$ cat src/rtl/nand_exerciser.sv
// nand_exerciser: drives the four NAND2 truth-table vectors into the cell under test,
// samples its synchronised output after a settle window and tallies mismatches.
module nand_exerciser #(
    parameter int SETTLE_CYCLES = 2,
    parameter int COUNT_W       = 8
) (
    input  logic               clk,
    input  logic               rst_n,
    input  logic               ena,
    input  logic               start,
    input  logic               loop,
    input  logic               y_in,
    output logic               a_out,
    output logic               b_out,
    output logic               busy,
    output logic               done,
    output logic               pass,
    output logic               fail_seen,
    output logic [1:0]         fail_vec,
    output logic [COUNT_W-1:0] err_count,
    output logic [COUNT_W-1:0] run_count
);
    typedef enum logic [2:0] {IDLE, DRIVE, SETTLE, CHECK, DONE} state_t;

    localparam logic [7:0] SETTLE_LD = 8'(SETTLE_CYCLES);

    state_t     state;
    logic [1:0] v;
    logic [7:0] cnt;
    logic       sync1;
    logic       y_sync;
    logic       mismatch;

    assign mismatch = y_sync != ~(v[1] & v[0]);

    always_ff @(posedge clk) begin
        if (!rst_n) begin
            state     <= IDLE;
            v         <= '0;
            cnt       <= '0;
            sync1     <= 1'b0;
            y_sync    <= 1'b0;
            a_out     <= 1'b0;
            b_out     <= 1'b0;
            busy      <= 1'b0;
            done      <= 1'b0;
            pass      <= 1'b0;
            fail_seen <= 1'b0;
            fail_vec  <= '0;
            err_count <= '0;
            run_count <= '0;
        end else begin
            sync1  <= y_in;
            y_sync <= sync1;
            done   <= 1'b0;
            if (!ena) begin
                state <= IDLE;
                a_out <= 1'b0;
                b_out <= 1'b0;
                busy  <= 1'b0;
            end else begin
                case (state)
                    IDLE: begin
                        a_out <= 1'b0;
                        b_out <= 1'b0;
                        if (start) begin
                            err_count <= '0;
                            run_count <= '0;
                            fail_seen <= 1'b0;
                            fail_vec  <= '0;
                            pass      <= 1'b0;
                            v         <= '0;
                            busy      <= 1'b1;
                            state     <= DRIVE;
                        end
                    end
                    DRIVE: begin
                        {a_out, b_out} <= v;
                        cnt            <= SETTLE_LD;
                        state          <= SETTLE;
                    end
                    // counts SETTLE_LD..0: settle time plus one cycle of synchroniser latency
                    SETTLE: begin
                        if (cnt == 8'd0) state <= CHECK;
                        else cnt <= cnt - 8'd1;
                    end
                    CHECK: begin
                        if (mismatch) begin
                            if (err_count != '1) err_count <= err_count + 1'b1;
                            if (!fail_seen) begin
                                fail_seen <= 1'b1;
                                fail_vec  <= v;
                            end
                        end
                        if (v == 2'd3) state <= DONE;
                        else begin
                            v     <= v + 2'd1;
                            state <= DRIVE;
                        end
                    end
                    DONE: begin
                        done <= 1'b1;
                        if (run_count != '1) run_count <= run_count + 1'b1;
                        pass <= err_count == '0;
                        v    <= '0;
                        if (loop) state <= DRIVE;
                        else begin
                            busy  <= 1'b0;
                            state <= IDLE;
                        end
                    end
                    default: state <= IDLE;
                endcase
            end
        end
    end
endmodule

$ cat config.mk
export PLATFORM = sky130hd
export DESIGN_NAME = nand_exerciser
export DESIGN_NICKNAME = d
export VERILOG_FILES = /design/src/rtl/nand_exerciser.sv
export SDC_FILE = /design/constraint.sdc
export NUM_CORES = 1
export LEC_CHECK = 0
export BUFFER_PORTS_ARGS = -buffer_cell sky130_fd_sc_hd__buf_2
export CORE_MARGIN = 2
export CORE_UTILIZATION = 41
export DETAILED_ROUTE_END_ITERATION = 7
export GPL_TIMING_DRIVEN = 0
export PLACE_DENSITY = 0.71
export SYNTH_ARGS = -nofsm -noshare
export SYNTH_HDL_FRONTEND = slang
export SYNTH_SLANG_ARGS = --single-unit
$ cat constraint.sdc
create_clock -name clk -period 1.7 [get_ports clk]
set_input_delay 0.085 -clock clk [delete_from_list [all_inputs] [get_ports clk]]
set_output_delay 0.085 -clock clk [all_outputs]
set_load 0.01 [all_outputs]
After elaboration in Yosys (flattened, before gate mapping). Index checks and enable logic that the tools add are counted. W data, S select, Z words.

Register bits after elaboration: 39. Input bits: 6. Output and inout bits: 24. Word-level logic and storage cells: 84.

$add $sub $neg: 4. Eq/ne operators: 17. Mux-type cells: 29. Bitwise gates (word level): 2. Reduce and logical (&&, ||, !) cells: 18.

Operator list (count): $pmux W8 S2 (3); $mux W8 (5); $ne A2 B2 Y1 const B (9); $add A8 B1 Y8 const B (2); $logic_not A8 Y1 (2); $ne A8 B8 Y1 const B (2); $pmux W3 S5 (1); $reduce_and A4 Y1 (3); $pmux W1 S2 (5); $reduce_and A5 Y1 (2); $mux W3 (3); $reduce_and A3 Y1 (3); $mux W2 (4); $reduce_bool A2 Y1 (4); $sub A8 B1 Y8 const B (1); $eq A3 B2 Y1 const B (2); $mux W1 (6); $pmux W2 S3 (1); $pmux W2 S2 (1); $reduce_and A2 Y1 (2); $eq A3 B1 Y1 const B (1); $eq A3 B3 Y1 const B (1); $logic_not A3 Y1 (1); $reduce_bool A3 Y1 (1); 5 further kinds (5).

Logic depth before layout (Yosys ltp). Gate-level depths: netlist of run 1.

Depth after elaboration: 5. Depth in mapped cells: 7. Gate-level depth less buffers: 6.

Worst setup path after synthesis of run 1. OpenSTA, ideal clock, no wires.

Kind: flip-flop to flip-flop. Start point: register cnt[0]. End point: register cnt[2]. Arrival: 1.651 ns. Required time: 1.557 ns. Path slack: -0.093 ns. Stages on the path, launching flop included: 8. Buffers on the path: 1. Period minus slack after synthesis: 1.793 ns. Cell sequence: dfxtp_1 -> inv_1 -> ha_1 -> or4b_2 -> o2111ai_2 -> buf_4 -> or3_1 -> a21oi_1.

Longest elaborated chain between the ends: 3. Elaborated cells between the ends (all ways): 6.

RTL lines: start: declaration (RTL line 29) `logic [7:0] cnt;`; start signal: assignment (RTL line 85) `else cnt <= cnt - 8'd1;`; $sub A8 B1 Y8 / $logic_not A8 Y1 (equally long branches) (RTL line 85, 84); $mux W8 / $ne A2 B2 Y1 (equally long branches); $pmux W8 S2 / $reduce_and A3 Y1 (equally long branches).

Parallel ways exist; a longest one is shown, timed or not. The select of a mux whose other input is x is not followed. A chain may end at the register's enable or synchronous reset.

Worst setup path in the final report of run 1.
Start point: register state[0]. End point: register run_count[5].

Longest elaborated chain between the ends: 3. Elaborated cells between the ends (all ways): 7.

RTL lines: start: declaration (RTL line 27) `state_t state;`; start signal: assignment (RTL line 38) `state <= IDLE;`; start signal: assignment (RTL line 57) `state <= IDLE;`; start signal: assignment (RTL line 74) `state <= DRIVE;`; $eq A3 B3 Y1 / $logic_not A3 Y1 (equally long branches) (RTL line 62) `case (state)`; $ne A2 B2 Y1 (no line) / $reduce_bool A2 Y1 (equally long branches); $reduce_and A4 Y1 (no line); end signal: assignment (RTL line 103) `if (run_count != '1) run_count <= run_count + 1'b1;`; end: declaration (RTL line 21) `output logic [COUNT_W-1:0] run_count`.

Parallel ways exist; a longest one is shown, timed or not.

==> qor_table.md, run 1 <==
| Stage | Quantity | Value |
|:---|:---|:---|
| status | Result of the run | finished with violations |
| status | Failing checks | setup timing |
| final layout | Layout Cells excl Fill | 351 |
| floorplanning | Core Rows | 25 |
| global routing | Grt ovf | 0 |
| global routing | Largest net degree at the start of global routing | 12 |
| route | Post-route DRC violation count | 0 |
| synth | Total of warnings raised by yosys | 0 |
| floorplanning | Die width | 73.8 um |
| timing | Number of max-slew violations in the final report | 0 |
| timing | Worst setup slack after layout | -0.0830 ns |
| placement | Final weighted congestion in routability-driven placement | 0.850 |
| final layout | Fin nets | 295 |
| floorplanning | Num ports | 30 |
| power and ir drop | Leakage Power | 0.00100 uW |
| worst hold path | Cell depth of the worst hold path | 3 |
| critical path | Type of destination of the critical path | flop |
| final layout | Number of fillers in the final layout | 434 |
| final layout | Share of final-layout standard cells stronger than drive strength 1 | 0.289 |
| timing | Highest attainable clock frequency | 561 MHz |
| synth | Most used flip-flop cell after synthesis | sky130_fd_sc_hd__dfxtp_1 |
| power and ir drop | Largest voltage drop on the vdd net | 272 uV |
| synth | Fraction of post-synthesis cell area in the top cell type by area | 0.390 |
| timing | Relative slew slack | 0.513 |
| synth | Cell types with the largest area share after synthesis | sky130_fd_sc_hd__dfxtp_1, sky130_fd_sc_hd__a21oi_1, sky130_fd_sc_hd__o21ai_0 |
| clocking | Clock Sink Count | 39 |
| clocking | Clock transition at the registers of the reported paths | 0.08 ns |
| synth | Number of distinct standard cells referenced by the synthesized netlist | 50 |
| timing | Post-route clock period utilization | 1.05 |
| critical path | Data required time of the worst path | 1.93 ns |
| timing | Clk_skew | 0.00727 ns |
| timing | Final Hold Fails | 0 |
| placement | Cell total after placement | 337 |
| synth | Number of synthesized flops with an enable pin | 0 |
| clocking | H-tree depth | 2 |
| placement | Post-DP HPWL | 3350 um |
| global routing | All-Layer GR Usage | 0.186 |
| critical path | Start-to-end type of the worst setup path | flop to flop |
| clocking | TritonCTS buffer count | 5 |
| timing | Final-report setup violation count | 8 |
| worst hold path | Worst hold start | loop |
| timing | Transition time at the pin with the least slew margin | 0.722 ns |
| clocking | Worst-case clock buffer depth | 2 |
| synth | Register bit total from synthesis | 39 |
| floorplanning | Die Outline Area | 5450 um2 |
| route | Antenna-violating nets left | 0 |
| clocking | Root buf cell | sky130_fd_sc_hd__clkbuf_8 |
| timing | Minimum clock period | 1.78 ns |
| critical path | Highest fanout seen on the critical path | 6 |
| final layout | Most frequent cells in the layout | sky130_fd_sc_hd__dfxtp_1, sky130_fd_sc_hd__buf_2, sky130_fd_sc_hd__a21oi_1 |
| final layout | Most common library cell in the layout ignoring fill and taps | sky130_fd_sc_hd__dfxtp_1 |
| critical path | Critical Path Source Type | flop |
| route | Vias after detailed routing | 1963 |
| route | 1st-iter DRT viols | 212 |
| floorplanning | Chip Height | 73.8 um |
| synth | Number of nets in the synthesized netlist | 253 |
| power and ir drop | Power per cell area | 708 nW/um2 |
| route | Detailed-route wire length per cell | 14.0 um |
| critical path | Worst flop-to-flop path endpoint | run_count[5]$_SDFFE_PN0P_ |
| global routing | Antenna violations before repair | 0 |
| global routing | Via count of the first global-routing pass | 1659 |
| critical path | Data arrival time of the critical path | 2.01 ns |
| critical path | R2r worst-path depth | 5 |
| synth | Share of async-settable or async-resettable flops after synthesis | 0 |
| synth | Syn_area_per_cell | 8.30 um2 |
| worst hold path | HP Class | primary input to flop |
| job | Max capacitance violation total | 0 |
| critical path | Slack of the worst reg-to-reg path | -0.08 ns |
| clocking | CTS tree | done |
| route | Number of search-and-repair iterations in the first detailed-routing pass | 4 |
| synth | Synthesized area | 2000 um2 |
| final layout | Antenna cell count | 0 |
| route | Via-to-Cell Ratio | 5.59 |
| global routing | Global-route wire length before repair | 7760 um |
| timing | RSZ-0062 raised after global routing | yes |
| final layout | Relative area change from synthesis to final layout | 28.2% |
| clocking | Worst-Skew Late Latency | 0.29 ns |
| timing | Smallest hold slack | 0.141 ns |
| placement | IO Port Bufs | 29 |
| worst hold path | Worst Hold Path EP | busy$_SDFFE_PN0P_ |
| floorplanning | Initial standard-cell utilization of the core | 0.423 |
| critical path | Startpoint of the lowest-slack register-to-register path | state[0]$_SDFFE_PN0P_ |
| synth | Mapped Cells | 241 |
| floorplanning | Floorplan core area | 4720 um2 |
| synth | Largest area contributor in the netlist | sky130_fd_sc_hd__dfxtp_1 |
| route | DRT Wirelength | 4930 um |
| synth | Seq/Total Area, Yosys | 0.390 |
| timing | Sum of negative setup slack | -0.345 ns |
## report_power, final
group | leakage (uW) | internal (uW) | total, uW | switching [uW]
clock network | 0.0000515 | 370 | 683 | 313
registers | 0.000318 | 927 | 940 | 13.8
logic | 0.000631 | 80.4 | 189 | 109
## repair_timing
item,in CTS,in global routing
setup buffers,1,3
endpoints found under the setup margin,29,23
hold endpoints to repair,1,0
cloned,1,0
hold buffers,1,0
resized for setup,27,27
pin swaps,3,7
## sequential cells by signal (all words and copies together) (netlist names), 2 cells and up
register / flops
fail_vec: 2
err_count: 8
run_count: 8
cnt: 8
v: 2
state: 3
## per-stage QoR
step                worst slack [ns]  power, uW   util  cell area (um2)
global route                  -0.151       1890  0.543             2560
global placement              -0.193       1100  0.473             2230
detailed placement            -0.189       1100  0.473             2230
finish                       -0.0830       1810  0.543             2560
floorplan                    0.00715       1060      -             2000
CTS                          -0.0747       1810  0.520             2450
## Yosys cell counts (2+ instances only)
master	n
sky130_fd_sc_hd__a221oi_1	2
sky130_fd_sc_hd__o21ai_0	17
sky130_fd_sc_hd__dfxtp_1	39
sky130_fd_sc_hd__or3_1	9
sky130_fd_sc_hd__inv_1	10
sky130_fd_sc_hd__xnor2_1	2
sky130_fd_sc_hd__a21oi_1	25
sky130_fd_sc_hd__buf_2	3
sky130_fd_sc_hd__o32ai_1	2
sky130_fd_sc_hd__or4_1	10
sky130_fd_sc_hd__nor4_1	5
sky130_fd_sc_hd__ha_1	6
sky130_fd_sc_hd__nand2_1	18
sky130_fd_sc_hd__o31ai_1	7
sky130_fd_sc_hd__a31oi_1	3
sky130_fd_sc_hd__a211oi_1	2
sky130_fd_sc_hd__nand3_1	13
sky130_fd_sc_hd__mux2i_1	5
sky130_fd_sc_hd__o41ai_1	3
sky130_fd_sc_hd__nand3b_1	2
sky130_fd_sc_hd__nor3_1	4
sky130_fd_sc_hd__nand2b_1	3
sky130_fd_sc_hd__nor2_1	14
sky130_fd_sc_hd__clkbuf_1	8
sky130_fd_sc_hd__nor2b_1	2
sky130_fd_sc_hd__and2_1	2
sky130_fd_sc_hd__or2_2	2
## worst max path at each step
stage                           endpoint  slack (ns)  depth (start not counted)                  start
4_1_cts        run_count[5]$_SDFFE_PN0P_       -0.07                          5  state[0]$_SDFFE_PN0P_
6_report       run_count[5]$_SDFFE_PN0P_       -0.08                          5  state[0]$_SDFFE_PN0P_
3_5_place_dp   run_count[5]$_SDFFE_PN0P_       -0.19                          5  state[1]$_SDFFE_PN0P_
2_1_floorplan  run_count[5]$_SDFFE_PN0P_       0.007                          5  state[0]$_SDFFE_PN0P_
3_3_place_gp   run_count[5]$_SDFFE_PN0P_       -0.19                          5  state[1]$_SDFFE_PN0P_
5_1_grt        run_count[5]$_SDFFE_PN0P_       -0.15                          5  state[0]$_SDFFE_PN0P_
## critical path, cell delays in order (launching register included)
cell	delay, ns
sky130_fd_sc_hd__dfxtp_4	0.35
sky130_fd_sc_hd__or2_0	0.22
sky130_fd_sc_hd__buf_4	0.16
sky130_fd_sc_hd__or4_4	0.51
sky130_fd_sc_hd__or4_1	0.40
sky130_fd_sc_hd__o21ai_1	0.08
## layer usage
| layer | vias up | share of wire | global-route usage |
|---|---|---|---|
| met2 | 56 | 0.47 | 0.275 |
| met1 | 910 | 0.47 | 0.257 |
| li1 | 992 | - | - |
| met4 | 0 | 0.015 | 0.0808 |
| met3 | 5 | 0.046 | 0.0439 |
| met5 | - | 0 | 0 |
## cell type report
type | count | area (um2) | area share
Sequential cell | 39 | 790 | 0.308
Multi-Input combinational cell | 180 | 1280 | 0.500
Timing Repair Buffer | 35 | 196 | 0.0767
Inverter | 10 | 37.5 | 0.0146
Tap cell | 67 | 83.8 | 0.0327
Buffer | 12 | 75.1 | 0.0293
Clock buffer | 8 | 100 | 0.0391
## logic make-up (layout without fill, tap and decap cells)
| group | after synthesis | after routing | share of synthesized area |
|---|---|---|---|
| fa+ha+maj | 6 | 6 | 0.0375 |
| buf+inv | 22 | 65 | 0.0451 |
| mux | 5 | 5 | 0.0250 |
| xor+xnor | 2 | 2 | 0.00876 |
| compound gates | 73 | 73 | 0.233 |
| flops | 39 | 39 | 0.390 |
| simple gates | 94 | 94 | 0.260 |
Power figures use the tool's default switching activity.
==> inputs of run 2 (changes only) <==
--- a/config.mk
+++ b/config.mk
@@ -5,12 +5,15 @@
 export SDC_FILE = /design/constraint.sdc
 export NUM_CORES = 1
 export LEC_CHECK = 0
+export ABC_CLOCK_PERIOD_IN_PS = 1700
 export BUFFER_PORTS_ARGS = -buffer_cell sky130_fd_sc_hd__buf_2
+export CELL_PAD_IN_SITES_DETAIL_PLACEMENT = 1
+export CELL_PAD_IN_SITES_GLOBAL_PLACEMENT = 2
 export CORE_MARGIN = 2
-export CORE_UTILIZATION = 41
+export CORE_UTILIZATION = 30
 export DETAILED_ROUTE_END_ITERATION = 7
 export GPL_TIMING_DRIVEN = 0
-export PLACE_DENSITY = 0.71
+export PLACE_DENSITY = 0.83
 export SYNTH_ARGS = -nofsm -noshare
 export SYNTH_HDL_FRONTEND = slang
 export SYNTH_SLANG_ARGS = --single-unit
==> qor_table.md, run 2 (same netlist as run 1, synthesis figures left out) <==
| Stage | Quantity | Value | vs previous |
|:---|:---|:---|:---|
| power and ir drop | Internal Pwr Total | 1300 uW | -5.8% |
| route | DRT Wirelength | 6180 um | +25% |
| power and ir drop | Power spent charging and discharging nets | 494 uW | +13% |
| power and ir drop | Sequential power share | 0.526 | +0.007 |
| power and ir drop | Largest voltage drop on the vdd net | 268 uV | -1.5% |
| final layout | Relative area change from synthesis to final layout | 33.6% |  |
| route | Number of search-and-repair iterations in the first detailed-routing pass | 4 | unchanged |
| clocking | Root buf cell | sky130_fd_sc_hd__clkbuf_8 |  |
| placement | Worst slack, placed | -0.295 ns | -0.106 ns |
| critical path | Most Frequent Cell on Critical Path | sky130_fd_sc_hd__or4_4 |  |
| final layout | Most frequent cells in the layout | sky130_fd_sc_hd__buf_2, sky130_fd_sc_hd__dfxtp_1, sky130_fd_sc_hd__a21oi_1 |  |
| global routing | Highest-utilization routing layer at the global route stage | met2 |  |
| floorplanning | Floorplan core area | 6390 um2 | +35% |
| route | Antenna-violating nets left | 0 | unchanged |
| global routing | Global-route wire length before repair | 10100 um | +31% |
| critical path | Highest fanout seen on the critical path | 4 | -2 |
| global routing | Antenna violations before repair | 0 | unchanged |
| placement | Final weighted congestion in routability-driven placement | 0.816 | -4.1% |
| clocking | TritonCTS buffer count | 5 | unchanged |
| placement | Post-DP HPWL | 4200 um | +26% |
| floorplanning | Initial standard-cell utilization of the core | 0.313 | -0.110 |
| final layout | Largest regs | cnt: 8 flops, err_count: 8 flops, run_count: 8 flops |  |
| clocking | H-tree depth | 2 | unchanged |
| floorplanning | Die Outline Area | 7330 um2 | +35% |
| global routing | All-Layer GR Usage | 0.173 | -0.0132 |
| timing | Highest attainable clock frequency | 558 MHz | -0.48% |
| clocking | Worst-case clock buffer depth | 2 | unchanged |
| clocking | Clock transition at the registers of the reported paths | 0.08 ns | about the same |
| final layout | Fin nets | 299 | +1.4% |
| critical path | Type of destination of the critical path | flop |  |
| clocking | CTS tree | done |  |
| global routing | Grt ovf | 0 | unchanged |
| critical path | Standard cell with the maximum stage delay on the critical path | sky130_fd_sc_hd__or4_4 |  |
| final layout | Most common library cell in the layout ignoring fill and taps | sky130_fd_sc_hd__buf_2 |  |
| power and ir drop | Leakage Power | 0.00102 uW | +2.3% |
| timing | Relative slew slack | 0.577 | +0.0639 |
| critical path | Data required time of the worst path | 1.94 ns | about the same |
| timing | RSZ-0062 raised after global routing | yes |  |
| floorplanning | Core Rows | 29 | +16% |
| critical path | Data arrival time of the critical path | 2.03 ns | +0.02 ns |
| critical path | List of cells traversed by the critical path | or2_0, buf_6, or4_4, or4_4, o21ai_2 |  |
| route | Detailed-route wire length per cell | 16.9 um | +21% |
| power and ir drop | Share of total power in combinational logic | 0.113 | +0.009 |
| global routing | Via count of the first global-routing pass | 1952 | +18% |
| timing | Minimum clock period | 1.79 ns | +0.00869 ns |
| clocking | Worst-Skew Late Latency | 0.30 ns | about the same |
| status | Failing checks | setup timing |  |
| global routing | Largest net degree at the start of global routing | 14 | +2 |
| placement | IO Port Bufs | 29 | unchanged |
| power and ir drop | Switch share | 0.276 | +0.0353 |
| route | Post-route DRC violation count | 0 | unchanged |
| critical path | Critical Path Source Type | flop |  |
| timing | Transition time at the pin with the least slew margin | 0.629 ns | -0.0930 ns |
| route | Via-to-Cell Ratio | 5.58 | -0.16% |
| clocking | Clock Sink Count | 39 | unchanged |
| timing | Post-route clock period utilization | 1.05 | +0.00511 |
| status | Result of the run | finished with violations |  |
| timing | Final Hold Fails | 0 | unchanged |
| route | 1st-iter DRT viols | 86 | -59% |
| timing | Sum of negative setup slack | -0.220 ns | +0.124 ns |
| power and ir drop | Power per cell area | 670 nW/um2 | -5.3% |
| global routing | Met3 track demand over resource | 0.0327 | -0.0112 |
| final layout | Share of final-layout standard cells stronger than drive strength 1 | 0.337 | +0.0481 |
| timing | Clk_skew | 0.00646 ns | -0.000807 ns |
| floorplanning | Die width | 85.6 um | +16% |
| route | Vias after detailed routing | 2038 | +3.8% |
| critical path | Worst stage delay on the critical path | 0.51 ns | about the same |
| timing | Number of max-slew violations in the final report | 0 | unchanged |
| worst hold path | HP Class | primary input to flop |  |
| timing | Worst setup slack after layout | -0.0917 ns | -0.00869 ns |
| power and ir drop | Part of the total power dissipated in the clock network | 0.361 | -0.016 |
| critical path | Slack of the worst reg-to-reg path | -0.09 ns | about the same |
| final layout | Number of fillers in the final layout | 767 | +77% |
| placement | Cell total after placement | 347 | +3.0% |
| floorplanning | Chip Height | 85.6 um | +16% |
| final layout | Layout Cells excl Fill | 365 | +4.0% |
| timing | Final-report setup violation count | 7 | -1 |
| critical path | Buffering stage count on the worst path with inverters included | 1 | unchanged |
| final layout | Antenna cell count | 0 | unchanged |
| floorplanning | Num ports | 30 | unchanged |
| critical path | Cell family with most CP delay | simple AND/OR/NAND/NOR gates |  |
| critical path | Start-to-end type of the worst setup path | flop to flop |  |
| job | Max capacitance violation total | 0 | unchanged |
| global routing | Met2 track utilization from global routing | 0.269 | -0.00563 |
| global routing | GR Util met1 | 0.245 | -0.0126 |
[run 2: timing repair]
action,4_1_cts,5_1_grt
gates cloned,2,0
endpoints found under the hold margin,1,0
resized for setup,41,32
buffers inserted,6,3
pin swaps,8,10
hold buffers,1,0
endpoints found under the setup margin,29,29
[run 2: path summary, 6_finish.rpt]
kind,from,to,cells after the start
max reg2reg,state[1]$_SDFFE_PN0P_,run_count[5]$_SDFFE_PN0P_,5
min reg2reg,sync1$_SDFF_PN0_,y_sync$_SDFF_PN0_,1
min,loop,busy$_SDFFE_PN0P_,3
max,state[1]$_SDFFE_PN0P_,run_count[5]$_SDFFE_PN0P_,5
[run 2: power by group through the flow]
stage | registers, uW | logic [uW] | clock network, uW
detailed placement | 963 | 149 | 0
finish | 942 | 203 | 646
global placement | 962 | 145 | 0
global route | 945 | 224 | 713
floorplan | 960 | 101 | 0
CTS | 940 | 185 | 669
[run 2: worst reg2reg max path, delay by kind of cell, from the launching register on]
family          cells  cell delay [ns]
compound gates      1             0.06
buf+inv             1             0.13
simple gates        3             1.16
flops               1             0.37
[run 2: routing by layer]
| metal | wire (um) | part of all wire | up-vias |
|---|---|---|---|
| li1 | - | - | 998 |
| met1 | 3110 | 0.50 | 998 |
| met2 | 2830 | 0.46 | 38 |
| met3 | 187 | 0.030 | 4 |
| met4 | 57 | 0.0092 | 0 |
| met5 | 0 | 0 | - |
[run 2: cell type report]
| class | instances | area, um2 | share of cell area |
|---|---|---|---|
| Tap cell | 77 | 96.3 | 0.0361 |
| Sequential cell | 39 | 801 | 0.300 |
| Clock buffer | 5 | 68.8 | 0.0258 |
| Clock inverter | 3 | 20.0 | 0.00749 |
| Timing Repair Buffer | 41 | 255 | 0.0956 |
| Inverter | 10 | 37.5 | 0.0141 |
| Buffer | 10 | 70.1 | 0.0262 |
| Multi-Input combinational cell | 180 | 1320 | 0.495 |
[run 2: per-stage QoR]
stage | util | hold WS (ns) | power [uW] | area [um2]
after global placement | 0.352 | 0.303 | 1110 | 2250
after CTS | 0.397 | 0.0893 | 1790 | 2530
after floorplan | - | 0.212 | 1060 | 2000
after global routing | 0.418 | 0.115 | 1880 | 2670
final | 0.418 | 0.0958 | 1790 | 2670
after detailed placement | 0.352 | 0.310 | 1110 | 2250
==> inputs of run 3 (changes only) <==
==> config.mk (replaced) <==
export PLATFORM = sky130hd
export DESIGN_NAME = nand_exerciser
export DESIGN_NICKNAME = d
export VERILOG_FILES = /design/src/rtl/nand_exerciser.sv
export SDC_FILE = /design/constraint.sdc
export NUM_CORES = 1
export LEC_CHECK = 0
export ABC_CLOCK_PERIOD_IN_PS = 2100
export BUFFER_PORTS_ARGS = -buffer_cell sky130_fd_sc_hd__buf_2
export CELL_PAD_IN_SITES_DETAIL_PLACEMENT = 1
export CELL_PAD_IN_SITES_GLOBAL_PLACEMENT = 2
export CORE_ASPECT_RATIO = 1.75
export CORE_MARGIN = 2
export CORE_UTILIZATION = 36
export DETAILED_ROUTE_END_ITERATION = 7
export GPL_TIMING_DRIVEN = 0
export PLACE_DENSITY = 0.92
export SYNTH_ARGS = -nofsm -noshare
export SYNTH_HDL_FRONTEND = slang
export SYNTH_SLANG_ARGS = --single-unit
==> constraint.sdc (replaced) <==
create_clock -name clk -period 2.1 [get_ports clk]
set_input_delay 0.105 -clock clk [delete_from_list [all_inputs] [get_ports clk]]
set_output_delay 0.105 -clock clk [all_outputs]
set_load 0.01 [all_outputs]
==> qor_table.md, run 3 (same netlist as run 1, synthesis figures left out) <==
| Stage | Quantity | Value | vs previous |
|:---|:---|:---|:---|
| timing | Clk_skew | 0.00658 ns | +0.000120 ns |
| final layout | Antenna cell count | 0 | unchanged |
| timing | Final-report setup violation count | 0 | -7 |
| critical path | Data required time of the worst path | 2.25 ns | +0.31 ns |
| global routing | Global-route wire length before repair | 9300 um | -8.4% |
| critical path | Data arrival time of the critical path | 2.12 ns | +0.09 ns |
| route | Via-to-Cell Ratio | 5.61 | +0.54% |
| timing | Smallest hold slack | 0.0128 ns | -0.0830 ns |
| global routing | Via count of the first global-routing pass | 1938 | -0.72% |
| final layout | Fin nets | 289 | -3.3% |
| critical path | Worst stage delay on the critical path | 0.63 ns | +0.12 ns |
| final layout | Largest regs | cnt: 8 flops, err_count: 8 flops, run_count: 8 flops |  |
| clocking | H-tree depth | 2 | unchanged |
| clocking | Clock Sink Count | 39 | unchanged |
| floorplanning | Chip Height | 103 um | +20% |
| critical path | Cell family with most CP delay | simple AND/OR/NAND/NOR gates |  |
| worst hold path | HP Class | primary input to flop |  |
| clocking | Clock transition at the registers of the reported paths | 0.08 ns | about the same |
| job | Max capacitance violation total | 0 | unchanged |
| final layout | Most common library cell in the layout ignoring fill and taps | sky130_fd_sc_hd__dfxtp_1 |  |
| final layout | Relative area change from synthesis to final layout | 18.9% |  |
| floorplanning | Die Outline Area | 6190 um2 | -16% |
| clocking | Worst-case clock buffer depth | 2 | unchanged |
| clocking | Hold_buf cts | 0 | -1 |
| route | Number of search-and-repair iterations in the first detailed-routing pass | 4 | unchanged |
| clocking | TritonCTS buffer count | 5 | unchanged |
| timing | Worst setup slack after layout | 0.139 ns | +0.231 ns |
| floorplanning | Num ports | 30 | unchanged |
| clocking | Root buf cell | sky130_fd_sc_hd__clkbuf_8 |  |
| timing | Transition time at the pin with the least slew margin | 0.777 ns | +0.148 ns |
| critical path | List of cells traversed by the critical path | inv_1, ha_1, or4b_2, o2111ai_4, buf_6, or3_1, a21oi_1 |  |
| timing | Post-route clock period utilization | 0.934 | -0.120 |
| critical path | Highest fanout seen on the critical path | 10 | +6 |
| clocking | CTS tree | done |  |
| floorplanning | Initial standard-cell utilization of the core | 0.377 | +0.0642 |
| final layout | Share of final-layout standard cells stronger than drive strength 1 | 0.169 | -0.168 |
| route | Vias after detailed routing | 1976 | -3.0% |
| final layout | Layout Cell Area excl Fill | 2380 um2 | -11% |
| route | 1st-iter DRT viols | 35 | -59% |
| clocking | Post-CTS Setup Bufs | 0 | -6 |
| floorplanning | Floorplan core area | 5300 um2 | -17% |
| global routing | All-Layer GR Usage | 0.198 | +0.0251 |
| clocking | # resized after CTS | 0 | -100% |
| route | Post-route DRC violation count | 0 | unchanged |
| clocking | Worst-Skew Late Latency | 0.30 ns | about the same |
| placement | IO Port Bufs | 29 | unchanged |
| power and ir drop | Power per cell area | 653 nW/um2 | -2.5% |
| timing | Number of max-slew violations in the final report | 0 | unchanged |
| timing | Highest attainable clock frequency | 510 MHz | -8.6% |
| global routing | Largest net degree at the start of global routing | 13 | -1 |
| global routing | Antenna violations before repair | 0 | unchanged |
| timing | Relative slew slack | 0.476 | -0.101 |
| placement | Area post-placement | 2240 um2 | -0.39% |
| critical path | Standard cell with the maximum stage delay on the critical path | sky130_fd_sc_hd__or4b_2 |  |
| critical path | Type of destination of the critical path | flop |  |
| timing | Sum of negative setup slack | 0 ns | +0.220 ns |
| final layout | Most frequent cells in the layout | sky130_fd_sc_hd__dfxtp_1, sky130_fd_sc_hd__buf_2, sky130_fd_sc_hd__a21oi_1 |  |
| route | DRT Wirelength | 5630 um | -8.8% |
| route | Antenna-violating nets left | 0 | unchanged |
| global routing | Grt ovf | 0 | unchanged |
| status | Result of the run | finished, final reports clean |  |
| critical path | Start-to-end type of the worst setup path | flop to flop |  |
| placement | Worst slack, placed | 0.0859 ns | +0.380 ns |
| power and ir drop | Leakage Power | 0.000908 uW | -11% |
| timing | Minimum clock period | 1.96 ns | +0.169 ns |
| critical path | Critical Path Source Type | flop |  |
| placement | Final weighted congestion in routability-driven placement | 0.807 | -1.1% |
| floorplanning | Die width | 60.3 um | -30% |
| power and ir drop | Largest voltage drop on the vdd net | 311 uV | +16% |
| route | Detailed-route wire length per cell | 16.0 um | -5.5% |
| placement | Post-DP HPWL | 4250 um | +1.0% |
| timing | Final Hold Fails | 0 | unchanged |
| floorplanning | Core Rows | 35 | +21% |
| final layout | Final core utilization | 0.449 | +0.0303 |
| critical path | Buffering stage count on the worst path with inverters included | 2 | +1 |
==> run 3: through the flow <==
stage	power, uW	std cells
detailed placement	898	344
CTS	1570	352
finish	1550	352
global placement	896	344
floorplan	857	241
global route	1620	352
==> run 3: area by class of cell <==
type                    instances  area (um2)
plain buffers                  12        57.6
clock buffers                   6        82.6
clock inverters                 2        35.0
fillers                       683        2920
inverters                      10        37.5
multi-input cells             180        1150
flip-flops and latches         39         781
well taps                      74        92.6
repair buffers                 29         145
==> run 3: layer usage <==
layer  vias up  routed length, um  GRT usage
met3        10                155     0.0301
met4         0                125     0.0786
li1        971                  -          -
met1       963               2220      0.213
met2        32               3140      0.371
met5         -                  0          0
==> run 3: power by group <==
part           leakage [uW]  switching, uW  internal [uW]
Clock             0.0000612            285            385
Combinational      0.000532           79.4           43.5
Sequential         0.000315           10.5            750
==> run 3: path summary, 6_finish.rpt <==
check	slack, ns	end	depth (start not counted)	from
min	0.01	sync1$_SDFF_PN0_	2	y_in
min reg2reg	0.45	y_sync$_SDFF_PN0_	1	sync1$_SDFF_PN0_
max	0.14	cnt[3]$_SDFFE_PN0P_	7	cnt[0]$_SDFFE_PN0P_
max reg2reg	0.14	cnt[3]$_SDFFE_PN0P_	7	cnt[0]$_SDFFE_PN0P_
